$ cat src/rtl/controle_servo_multicanal.sv
// controle_servo_multicanal: N-channel servo PWM with a shared period counter and per-channel slew limiting
module controle_servo_multicanal #(
    parameter int N_CANAIS    = 2,
    parameter int POS_BITS    = 3,
    parameter int PERIODO     = 1_000_000,
    parameter int LARGURA_MIN = 35_000,
    parameter int LARGURA_MAX = 110_000,
    parameter int PASSO_RAMPA = 0
) (
    input  logic                         clock,
    input  logic                         reset,
    input  logic [N_CANAIS-1:0]          habilita,
    input  logic [N_CANAIS*POS_BITS-1:0] posicao,
    output logic [N_CANAIS-1:0]          controle,
    output logic [N_CANAIS-1:0]          em_posicao,
    output logic                         fim_periodo
);
    localparam int CW = (PERIODO > 1) ? $clog2(PERIODO) : 1;
    localparam int PW = CW + POS_BITS;
    localparam logic [CW-1:0] ULTIMO  = CW'(PERIODO - 1);
    localparam logic [CW-1:0] L_MIN   = CW'(LARGURA_MIN);
    localparam logic [CW-1:0] PASSO   = CW'(PASSO_RAMPA);
    localparam logic [PW-1:0] FAIXA   = PW'(LARGURA_MAX - LARGURA_MIN);
    localparam logic [PW-1:0] COD_MAX = PW'((2 ** POS_BITS) - 1);

    if (!(LARGURA_MIN <= LARGURA_MAX && LARGURA_MAX < PERIODO)) begin : g_param_invalido
        $fatal(1, "controle_servo_multicanal: requires LARGURA_MIN <= LARGURA_MAX < PERIODO");
    end

    logic [CW-1:0] contador, contador_prox;
    logic          fronteira;

    assign fronteira     = contador == ULTIMO;
    assign contador_prox = fronteira ? '0 : contador + 1'b1;

    always_ff @(posedge clock or posedge reset)
        if (reset) begin
            contador    <= '0;
            fim_periodo <= 1'b0;
        end else begin
            contador    <= contador_prox;
            fim_periodo <= contador_prox == '0;
        end

    for (genvar i = 0; i < N_CANAIS; i++) begin : g_canal
        logic [CW-1:0] largura, alvo, alvo_c, rampa, largura_prox, dif_sobe, dif_desce;
        logic [PW-1:0] prod;
        logic          hab_s, hab_prox, pwm;
        assign prod   = PW'(posicao[i*POS_BITS +: POS_BITS]) * FAIXA;
        assign alvo_c = L_MIN + CW'(prod / COD_MAX);
        // Everything seen by the pulse comparator is the post-edge state, so the output stays registered
        always_comb begin
            dif_sobe     = alvo_c - largura;
            dif_desce    = largura - alvo_c;
            rampa        = (PASSO_RAMPA == 0) ? alvo_c :
                           (alvo_c >= largura) ? ((dif_sobe <= PASSO) ? alvo_c : largura + PASSO) :
                           ((dif_desce <= PASSO) ? alvo_c : largura - PASSO);
            largura_prox = fronteira ? rampa : largura;
            hab_prox     = fronteira ? habilita[i] : hab_s;
        end
        always_ff @(posedge clock or posedge reset)
            if (reset) begin
                largura <= L_MIN;
                alvo    <= L_MIN;
                hab_s   <= 1'b0;
                pwm     <= 1'b0;
            end else begin
                if (fronteira) begin
                    largura <= rampa;
                    alvo    <= alvo_c;
                    hab_s   <= habilita[i];
                end
                pwm <= (contador_prox < largura_prox) & hab_prox;
            end
        assign controle[i]   = pwm;
        assign em_posicao[i] = largura == alvo;
    end
endmodule

$ cat config.mk
export PLATFORM = sky130hd
export DESIGN_NAME = controle_servo_multicanal
export DESIGN_NICKNAME = d
export VERILOG_FILES = /design/src/rtl/controle_servo_multicanal.sv
export SDC_FILE = /design/constraint.sdc
export NUM_CORES = 1
export LEC_CHECK = 0
export BUFFER_PORTS_ARGS = -buffer_cell sky130_fd_sc_hd__clkbuf_2
export CAP_MARGIN = 10
export CELL_PAD_IN_SITES_DETAIL_PLACEMENT = 1
export CELL_PAD_IN_SITES_GLOBAL_PLACEMENT = 2
export CORE_UTILIZATION = 39
export DETAILED_ROUTE_END_ITERATION = 8
export GPL_TIMING_DRIVEN = 0
export PLACE_DENSITY = 0.93
export SKIP_CTS_REPAIR_TIMING = 1
export SYNTH_ARGS = -nofsm -noshare
export SYNTH_HDL_FRONTEND = slang
export SYNTH_SLANG_ARGS = --single-unit
$ cat constraint.sdc
create_clock -name clock -period 5.2 [get_ports clock]
set_input_delay 1.04 -clock clock [delete_from_list [all_inputs] [get_ports clock]]
set_output_delay 1.04 -clock clock [all_outputs]
set_load 0.02 [all_outputs]
* Yosys cells after proc, flatten, opt, wreduce, memory -nomap -nowiden *
Cells that the tools add are included.
Widths: inputs -> output; s select.

word-level totals
  input port bits = 10
  output and inout port bits = 5
  register bits = 105
  logic and storage cells = 30

operators by class
  add/subtract/negate cells = 3
  multiply operators = 2
  muxes and demuxes = 5
  bitwise logic cells = 2
  order comparisons = 2
  reductions and logical operators = 1
  divide/modulo/power cells = 2
  eq/ne operators = 3

operators with widths
  operator                number
  $mux 20                 3
  $div 20x3->23 const B   2
  $add 16x20->20 const A  2
  $eq 20x20->1            2
  $lt 20x20->1            2
  $mul 3x14->17 const B   2
  $add 20x1->20 const B   1
  $eq 20x20->1 const B    1
  $logic_not 20->1        1
  $and 1x1->1             2
  $mux 1                  2

* Depth between registers and ports, before layout *
Gate-level depths: netlist of run 1.

  depth after elaboration = 6
  depth in mapped cells = 67
  gate-level depth less buffers = 61

* Worst setup path before layout of run 1 *
OpenSTA, ideal clock, no wires.

  path type = input to register
  start point = input port posicao[0]
  end point = register g_canal[0].pwm
  required time = 5118 ps
  arrival time = 15898 ps
  setup time = 82 ps
  slack = -10779 ps
  buffers on the path = 5
  cell stages on the path = 61
  cells stage by stage = fa_1 > ha_1 > fa_1 > nand3_1 > nor2_1 > nor2_1 > a211oi_1 > a31o_2 > clkbuf_1 > o21ai_1 > o311ai_0 > o211a_1 > buf_4 > or3_1 > nand2_1 > nor3_1 > a2111oi_0 > a31oi_1 > (+25 left out) > mux2i_1 > ha_1 > o31ai_1 > a21oi_1 > nand4b_1 > nor2_1 > xnor2_1 > ha_1 > o211ai_1 > nor4_1 > and2_1 > a31o_2 > ha_1 > and3_1 > nand3_1 > a21oi_1 > or4_1 > a31oi_1

on the way
  word-level cells in the longest chain between the ends = 6

ends and longest elaborated chain
  item                            RTL line  text
  from (decl)                     13        input logic [N_CANAIS*POS_BITS-1:0] posicao,
  $mul 3x14->17                   49        assign prod = PW'(posicao[i*POS_BITS +: POS_BITS]) * FAIXA;
  $div 20x3->23                   50        assign alvo_c = L_MIN + CW'(prod / COD_MAX);
  $add 16x20->20                  50
  named net g_canal[0].alvo_c[3]  46        logic [CW-1:0] largura, alvo, alvo_c, rampa, largura_prox, dif_sobe, dif_desce;
  $mux 20                         --
  $lt 20x20->1                    73        pwm <= (contador_prox < largura_prox) & hab_prox;
  $and 1x1->1                     73
  to (signal assigned)            73
  to (decl)                       48        logic hab_s, hab_prox, pwm;

The timed path passes the listed nets, and every way through them passes these cells.
A chain may end at the register's enable or synchronous reset.

* Final worst setup path of run 1 *
  start point = input port posicao[4]
  end point = register g_canal[1].pwm

on the way
  word-level cells in the longest chain between the ends = 6

ends and longest elaborated chain
  item                            RTL line  text
  $mul 3x14->17                   49
  $div 20x3->23                   50
  $add 16x20->20                  50
  named net g_canal[1].alvo_c[3]  46
  $mux 20                         58        largura_prox = fronteira ? rampa : largura;
  $lt 20x20->1                    73
  $and 1x1->1                     73
  to (signal assigned)            73
  to (decl)                       48

The timed path passes the listed nets, and every way through them passes these cells.

==> impl_metrics.json, run 1 <==
{
  "reg2reg_depth": 22,
  "cts_max_level": 3,
  "vias_per_cell": 6.44,
  "regToRegSetupSlack_ns": -1.05,
  "swShare_pct": 54.8,
  "postSynthAreaPerCell_um2": 7.43,
  "cp.arrival_ns": 16.15,
  "ant_nets": 0,
  "crit_start": "posicao[4]",
  "hold_violations": 0,
  "cp-start-kind": "primary input",
  "coreArea_um2": 38000,
  "drc": 0,
  "violations": "negative setup slack",
  "hpwlAfterDp_mm": 43.3,
  "grt_overflow": 0,
  "r2r-start": "contador[0]$_DFF_PP0_",
  "fin_crit_ns": 15.92,
  "synth_fp_nets": 2137,
  "nNetsFinal": 2330,
  "cp_common_cell": "o211ai_1",
  "yosysMostFrequentCell": "nand2_1",
  "die_w_um": 199,
  "finish.utilization_pct": 52.8,
  "p_comb_share_pct": 84.4,
  "yosysWarnings": 0,
  "p_int_mw": 4.97,
  "wl_per_cell_um": 23.0,
  "gr-usage-met1_pct": 36.7,
  "die_h_um": 199,
  "p_leak_nw": 7.85,
  "cts_root_buffer": "clkbuf_16",
  "first_global_vias": 16735,
  "synthTopCellsByCount": "nand2_1, nor2_1, a21oi_1, xnor2_1, o21ai_0",
  "gp_congestion": 0.920,
  "grt_max_degree": 71,
  "synth_enable_flop_cells": 0,
  "critPathMaxStageDelay_ns": 0.64,
  "cts_max_path_buffers": 2,
  "vias": 17740,
  "critPathKind": "primary input to register",
  "status": "finished with violations",
  "hold_class": "register to register",
  "busiest_layer": "met2",
  "synth-main-ff-cell": "dfrtp_1",
  "clock_power_share_pct": 7.2,
  "power.density_nw_per_um2": 547,
  "initial_core_util_pct": 40.0,
  "cts_buffers": 9,
  "use_met2_pct": 47.3,
  "cts_tree": "built",
  "ios": 15,
  "ys_ff_latch": 103,
  "whs_ns": 0.481,
  "port_buffers": 14,
  "syn2layout_area_growth_pct": 32.2,
  "power_switching_mw": 6.01,
  "diodes": 0,
  "crit_slowest_cell": "a2111oi_1",
  "drv_slew": 0,
  "grt_pass1_wl_mm": 89.2,
  "layout_setup_ws_ns": -10.72,
  "fin_crit_sh_pct": 306,
  "crit_path_max_fanout": 9,
  "setup_viol": 68,
  "synth_top_area_share_pct": 13.0,
  "async_flop_share_pct": 100,
  "pre_cts_ws_ns": -12.57,
  "syn-cell-area_um2": 15200,
  "max_freq_mhz": 62.8,
  "ys_types": 115,
  "synth_area_leaders": "dfrtp_1, ha_1, xnor2_1",
  "tightest_slew_ns": 1.11,
  "peakVddDrop_v": 0.000352,
  "max_slew_margin_pct": 25.9,
  "synth_top_cell_by_area": "dfrtp_1",
  "netlist_instances": 2044,
  "clkLatencyLatePin_ns": 0.35,
  "skew_ns": 0.00660,
  "detail_route.iter0.violations": 1101,
  "die_area_um2": 39800,
  "sequentialPowerShare_pct": 8.5,
  "rsz0062_at_grt": "true",
  "num_rows": 71,
  "routed_wl_mm": 63.4,
  "tns_ns": -531.95,
  "grt_usage_pct": 27.7,
  "max-cap-violations": 0,
  "crit_required_ns": 5.44,
  "grt_use_met3_pct": 2.84,
  "clk_pin_slew_ns": 0.07,
  "drt_first_pass_iters": 5,
  "r2r_end": "g_canal[0].pwm$_DFF_PP0_",
  "crit_path_end_kind": "register",
  "drive_above_1_share_pct": 28.3,
  "synth.yosys.seq_area_share_pct": 17.2,
  "antenna_found_initial": 0,
  "cts_sinks": 103,
  "crit_path_end": "g_canal[1].pwm$_DFF_PP0_"
}
cell type report:
| type | count | area (um2) |
|---|---|---|
| repair buffers | 187 | 1530 |
| well taps | 511 | 639 |
| clock buffers | 9 | 225 |
| multi-input cells | 1788 | 14300 |
| inverters | 79 | 319 |
| clock inverters | 7 | 120 |
| flip-flops and latches | 103 | 2610 |
| plain buffers | 69 | 382 |
| fillers | 4561 | 17900 |
worst min-delay path by stage:
stage / end / cells past startpoint / from
global placement: g_canal[1].alvo[5]$_DFFE_PP1N_ / 2 / g_canal[1].alvo[5]$_DFFE_PP1N_
floorplan: g_canal[0].hab_s$_DFF_PP0_ / 2 / g_canal[0].hab_s$_DFF_PP0_
CTS: g_canal[1].alvo[11]$_DFFE_PP1N_ / 2 / g_canal[1].alvo[11]$_DFFE_PP1N_
finish: g_canal[1].alvo[5]$_DFFE_PP1N_ / 2 / g_canal[1].alvo[5]$_DFFE_PP1N_
detailed placement: g_canal[1].alvo[11]$_DFFE_PP1N_ / 2 / g_canal[1].alvo[11]$_DFFE_PP1N_
global route: g_canal[0].alvo[3]$_DFFE_PP1N_ / 2 / g_canal[0].alvo[3]$_DFFE_PP1N_
layer usage:
metal	vias to the layer above	wire length, um
li1	8084	-
met1	9001	27200
met2	509	31700
met3	146	2800
met4	0	1750
met5	-	0
state kept, by name, indices dropped and copies added (netlist names):
signal           flops
fim_periodo          1
contador            20
g_canal.pwm          2
g_canal.alvo        38
g_canal.largura     40
g_canal.hab_s        2
cell families after synthesis:
| group | after synthesis | synth area share (%) |
|---|---|---|
| buffers and inverters | 154 | 4.07 |
| flip-flops | 103 | 17.2 |
| XOR/XNOR | 146 | 8.46 |
| AO/OA/AOI/OAI | 610 | 29.2 |
| AND/OR/NAND/NOR | 899 | 30.5 |
| multiplexers | 42 | 2.93 |
| adder cells (fa/ha/maj) | 90 | 7.69 |
cell usage in the layout, fill, tap and decap left out, types with 12 or more instances in the layout:
cell type / n
o31ai_1: 15
nand2_1: 200
mux2i_4: 12
nand3_1: 68
nor2_1: 187
buf_6: 20
a31oi_1: 25
nor2b_1: 16
clkbuf_1: 38
dfrtp_1: 79
and2_1: 31
a211oi_1: 22
xnor2_2: 13
nand4_1: 38
and3_1: 33
nand2b_1: 26
xnor2_1: 84
ha_1: 63
or2_2: 22
nor3_1: 55
mux2_2: 12
inv_1: 62
o21ai_0: 85
or3_1: 18
nor2_4: 14
inv_2: 13
dfstp_2: 24
a21oi_4: 14
buf_4: 164
o21a_1: 28
o22ai_1: 14
nor4_1: 21
a21oi_1: 85
o211ai_1: 27
nor4_2: 13
a21o_1: 31
xor2_1: 39
metrics by stage:
step / power [mW] / instance area, um2 / instances
after floorplan: 6.52 / 15900 / 2044
after global placement: 7.92 / 16600 / 2569
after detailed placement: 8.15 / 16600 / 2570
after CTS: 8.98 / 16900 / 2586
after global routing: 11.7 / 20100 / 2753
final: 11.0 / 20100 / 2753
critical path, delay by kind of cell:
kind	cells	cell delay, ns
AO/OA/AOI/OAI	27	6.81
XOR/XNOR	1	0.14
multiplexers	4	1.26
adder cells (fa/ha/maj)	6	1.80
AND/OR/NAND/NOR	18	4.22
buffers and inverters	6	0.86
power by group through the flow:
| stage | Combinational [mW] | Sequential, mW | Clock (mW) |
|---|---|---|---|
| floorplan | 5.59 | 0.929 | 0 |
| global placement | 6.99 | 0.934 | 0 |
| detailed placement | 7.21 | 0.940 | 0 |
| CTS | 7.26 | 0.926 | 0.796 |
| global route | 9.89 | 0.937 | 0.825 |
| finish | 9.26 | 0.930 | 0.789 |
(Power assumes the default switching activity.)
==> run 2: changes to the inputs <==
--- a/config.mk
+++ b/config.mk
@@ -5,14 +5,15 @@
 export SDC_FILE = /design/constraint.sdc
 export NUM_CORES = 1
 export LEC_CHECK = 0
+export ABC_AREA = 1
 export BUFFER_PORTS_ARGS = -buffer_cell sky130_fd_sc_hd__clkbuf_2
 export CAP_MARGIN = 10
 export CELL_PAD_IN_SITES_DETAIL_PLACEMENT = 1
 export CELL_PAD_IN_SITES_GLOBAL_PLACEMENT = 2
-export CORE_UTILIZATION = 39
+export CORE_UTILIZATION = 37
 export DETAILED_ROUTE_END_ITERATION = 8
 export GPL_TIMING_DRIVEN = 0
-export PLACE_DENSITY = 0.93
+export PLACE_DENSITY = 0.95
 export SKIP_CTS_REPAIR_TIMING = 1
 export SYNTH_ARGS = -nofsm -noshare
 export SYNTH_HDL_FRONTEND = slang
==> run 2 against run 1 <==
Effect of this change:
- the run still ends with negative setup slack left
- sequential share of layout area shrank 0.68 points
- global-route usage shrank 4.8 points
- via count fell by 0.65%
- clock skew shrank 0.0025 ns
- die area increased by 9.8%
- synthesized cell count is 24% higher
- critical path type unchanged
- flip-flop and latch count unchanged
==> impl_metrics.json, run 2 <==
{
  "status": "finished with violations",
  "violations": "negative setup slack",
  "first_global_vias": 16998,
  "grt_pass1_wl_mm": 83.3,
  "yosys.area_share.adder_pct": 6.93,
  "crit_family": "simple AND/OR/NAND/NOR gates",
  "hold_depth": 1,
  "holdPathEnd": "contador[0]$_DFF_PP0_",
  "hpwlAfterDp_mm": 41.5,
  "grt_usage_pct": 22.9,
  "cts_max_level": 3,
  "setup_viol": 67,
  "cts_buffers": 9,
  "fillerInstances": 5361,
  "max_freq_mhz": 77.9,
  "rsz0062_at_grt": "true",
  "largest_reg_flops": 40,
  "synth_fp_nets": 2637,
  "wl_per_cell_um": 17.3,
  "layout_commonest_cell": "nand2_1",
  "cts_root_buffer": "clkbuf_16",
  "top_regs": "g_canal.largura (40), g_canal.alvo (38), contador (20)",
  "nNetsFinal": 2904,
  "crit_path_max_fanout": 6,
  "crit_slowest_cell": "fa_2",
  "synth_compound_area_share_pct": 8.40,
  "drive_above_1_share_pct": 34.7,
  "regToRegSetupSlack_ns": 0.22,
  "coreArea_um2": 42100,
  "die_area_um2": 43700,
  "netlist_instances": 2544,
  "gp_congestion": 0.862,
  "synthTopCellsByCount": "nand2_1, inv_1, nand3_1, nor2_1, nand2_2",
  "fin_crit_ns": 12.83,
  "r2r_end": "g_canal[1].pwm$_DFF_PP0_",
  "clk_pin_slew_ns": 0.07,
  "yosysWarnings": 0,
  "critPathBufInv": 17,
  "crit_path_end_kind": "register",
  "critPathMaxStageDelay_ns": 0.52,
  "drv_slew": 0,
  "routed_wl_mm": 58.1,
  "synth_top_cell_by_area": "nand2_1",
  "ios": 15,
  "max_slew_margin_pct": 11.2,
  "async_flop_share_pct": 100,
  "die_h_um": 209,
  "final_cell_mix": "nand2_1, inv_1, buf_4",
  "ant_nets": 0,
  "grt_max_degree": 57,
  "reg2reg_depth": 16,
  "fin_crit_sh_pct": 247,
  "crit_required_ns": 5.44,
  "syn-cell-area_um2": 15800,
  "synth_area_leaders": "nand2_1, dfrtp_1, inv_1",
  "synth_xor_area_share_pct": 3.32,
  "cts_tree": "built",
  "instances_no_fill": 3355,
  "synthMuxAreaShare_pct": 0,
  "synth_top_family_by_area": "simple AND/OR/NAND/NOR gates",
  "max-cap-violations": 0,
  "port_buffers": 14,
  "skew_ns": 0.00408,
  "drc": 0,
  "layout_setup_ws_ns": -7.63,
  "min_from": "contador[0]$_DFF_PP0_",
  "synth_top_area_share_pct": 17.9,
  "cp-start-kind": "primary input",
  "detail_route.iter0.violations": 742,
  "num_rows": 75,
  "postSynthAreaPerCell_um2": 6.23,
  "initial_core_util_pct": 37.6,
  "cp.arrival_ns": 13.07,
  "vias_per_cell": 5.25,
  "critPathKind": "primary input to register",
  "synth.yosys.seq_area_share_pct": 16.5,
  "r2r-start": "contador[0]$_DFF_PP0_",
  "grt_overflow": 0,
  "ys_ff_latch": 103,
  "synth_enable_flop_cells": 0,
  "diodes": 0,
  "synth-main-ff-cell": "dfrtp_1",
  "clkLatencyLatePin_ns": 0.36,
  "tightest_slew_ns": 1.32,
  "antenna_found_initial": 0,
  "cts_max_path_buffers": 2,
  "top_register": "g_canal.largura",
  "finish.utilization_pct": 50.3,
  "hold_violations": 0,
  "die_w_um": 209,
  "drt_first_pass_iters": 5,
  "cp_common_cell": "nand2_2",
  "ys_types": 68,
  "syn2layout_area_growth_pct": 33.7,
  "cts_sinks": 103,
  "tns_ns": -402.13,
  "crit_start": "posicao[1]",
  "vias": 17625,
  "synth-simple-area-share_pct": 53.0,
  "hold_class": "register to register",
  "yosysMostFrequentCell": "nand2_1",
  "dp.cells": 3098
}
## run 2: cell types whose count changed in the layout (fill, tap and decap cells not counted), moves of 38 or more
cell and change:
a21oi_1 -40, buf_4 +55, inv_1 +317, nand2_1 +430, nand2_2 +131, nand2_4 +100, nand3_1 +92, nand3_2 +64
nand3_4 +47, nand4_1 +47, nor2_4 +48, o21ai_0 -38, xnor2_1 -69
## run 2: cells by family after synthesis
logic type | after synthesis
adder cells (fa/ha/maj) | 83
flip-flops | 103
buffers and inverters | 478
AND/OR/NAND/NOR | 1595
XOR/XNOR | 60
AO/OA/AOI/OAI | 225
## run 2: layer usage
layer	vias to the layer above	global-route usage [%]	wire length, um
met1	8673	30.4	26300
li1	8690	-	-
met3	65	1.55	993
met5	-	0	0
met2	197	40.6	30000
met4	0	4.36	818
## run 2: worst max path at each step
stage                          endpoint  slack [ns]  cells after the start
2_1_floorplan  g_canal[1].pwm$_DFF_PP0_       -6.40                    104
4_1_cts        g_canal[1].pwm$_DFF_PP0_       -8.78                     97
5_1_grt        g_canal[0].pwm$_DFF_PP0_       -8.35                     90
3_5_place_dp   g_canal[1].pwm$_DFF_PP0_       -9.13                     97
6_report       g_canal[0].pwm$_DFF_PP0_       -7.63                     92
3_3_place_gp   g_canal[1].pwm$_DFF_PP0_       -8.70                     99
## run 2: cell type report
cell class | instances | area, um2 | share of cell area (%)
Multi-Input combinational cell | 1966 | 13500 | 63.9
Inverter | 454 | 1760 | 8.32
Sequential cell | 103 | 2610 | 12.3
Buffer | 23 | 176 | 0.832
Timing Repair Buffer | 254 | 2140 | 10.1
Tap cell | 539 | 674 | 3.18
Clock buffer | 10 | 229 | 1.08
Clock inverter | 6 | 61.3 | 0.289
## run 2: through the flow
step	area (um2)	worst slack [ns]	hold slack (ns)
final	21200	-7.63	0.481
after global routing	21200	-8.35	0.497
after CTS	17500	-8.78	0.482
after detailed placement	17200	-9.13	0.470
after global placement	17200	-8.70	0.462
after floorplan	16500	-6.40	0.445
## run 2: worst register-to-register path, delay by kind of cell (launching register included)
| kind | cells | cell delay, ns |
|---|---|---|
| flops | 1 | 0.37 |
| buf+inv | 5 | 1.56 |
| fa+ha+maj | 2 | 0.51 |
| simple gates | 7 | 2.15 |
| compound gates | 2 | 0.26 |
Power of run 2 is not shown: default switching activity piles up to over one toggle a cycle in this logic, so the estimate is an artifact.
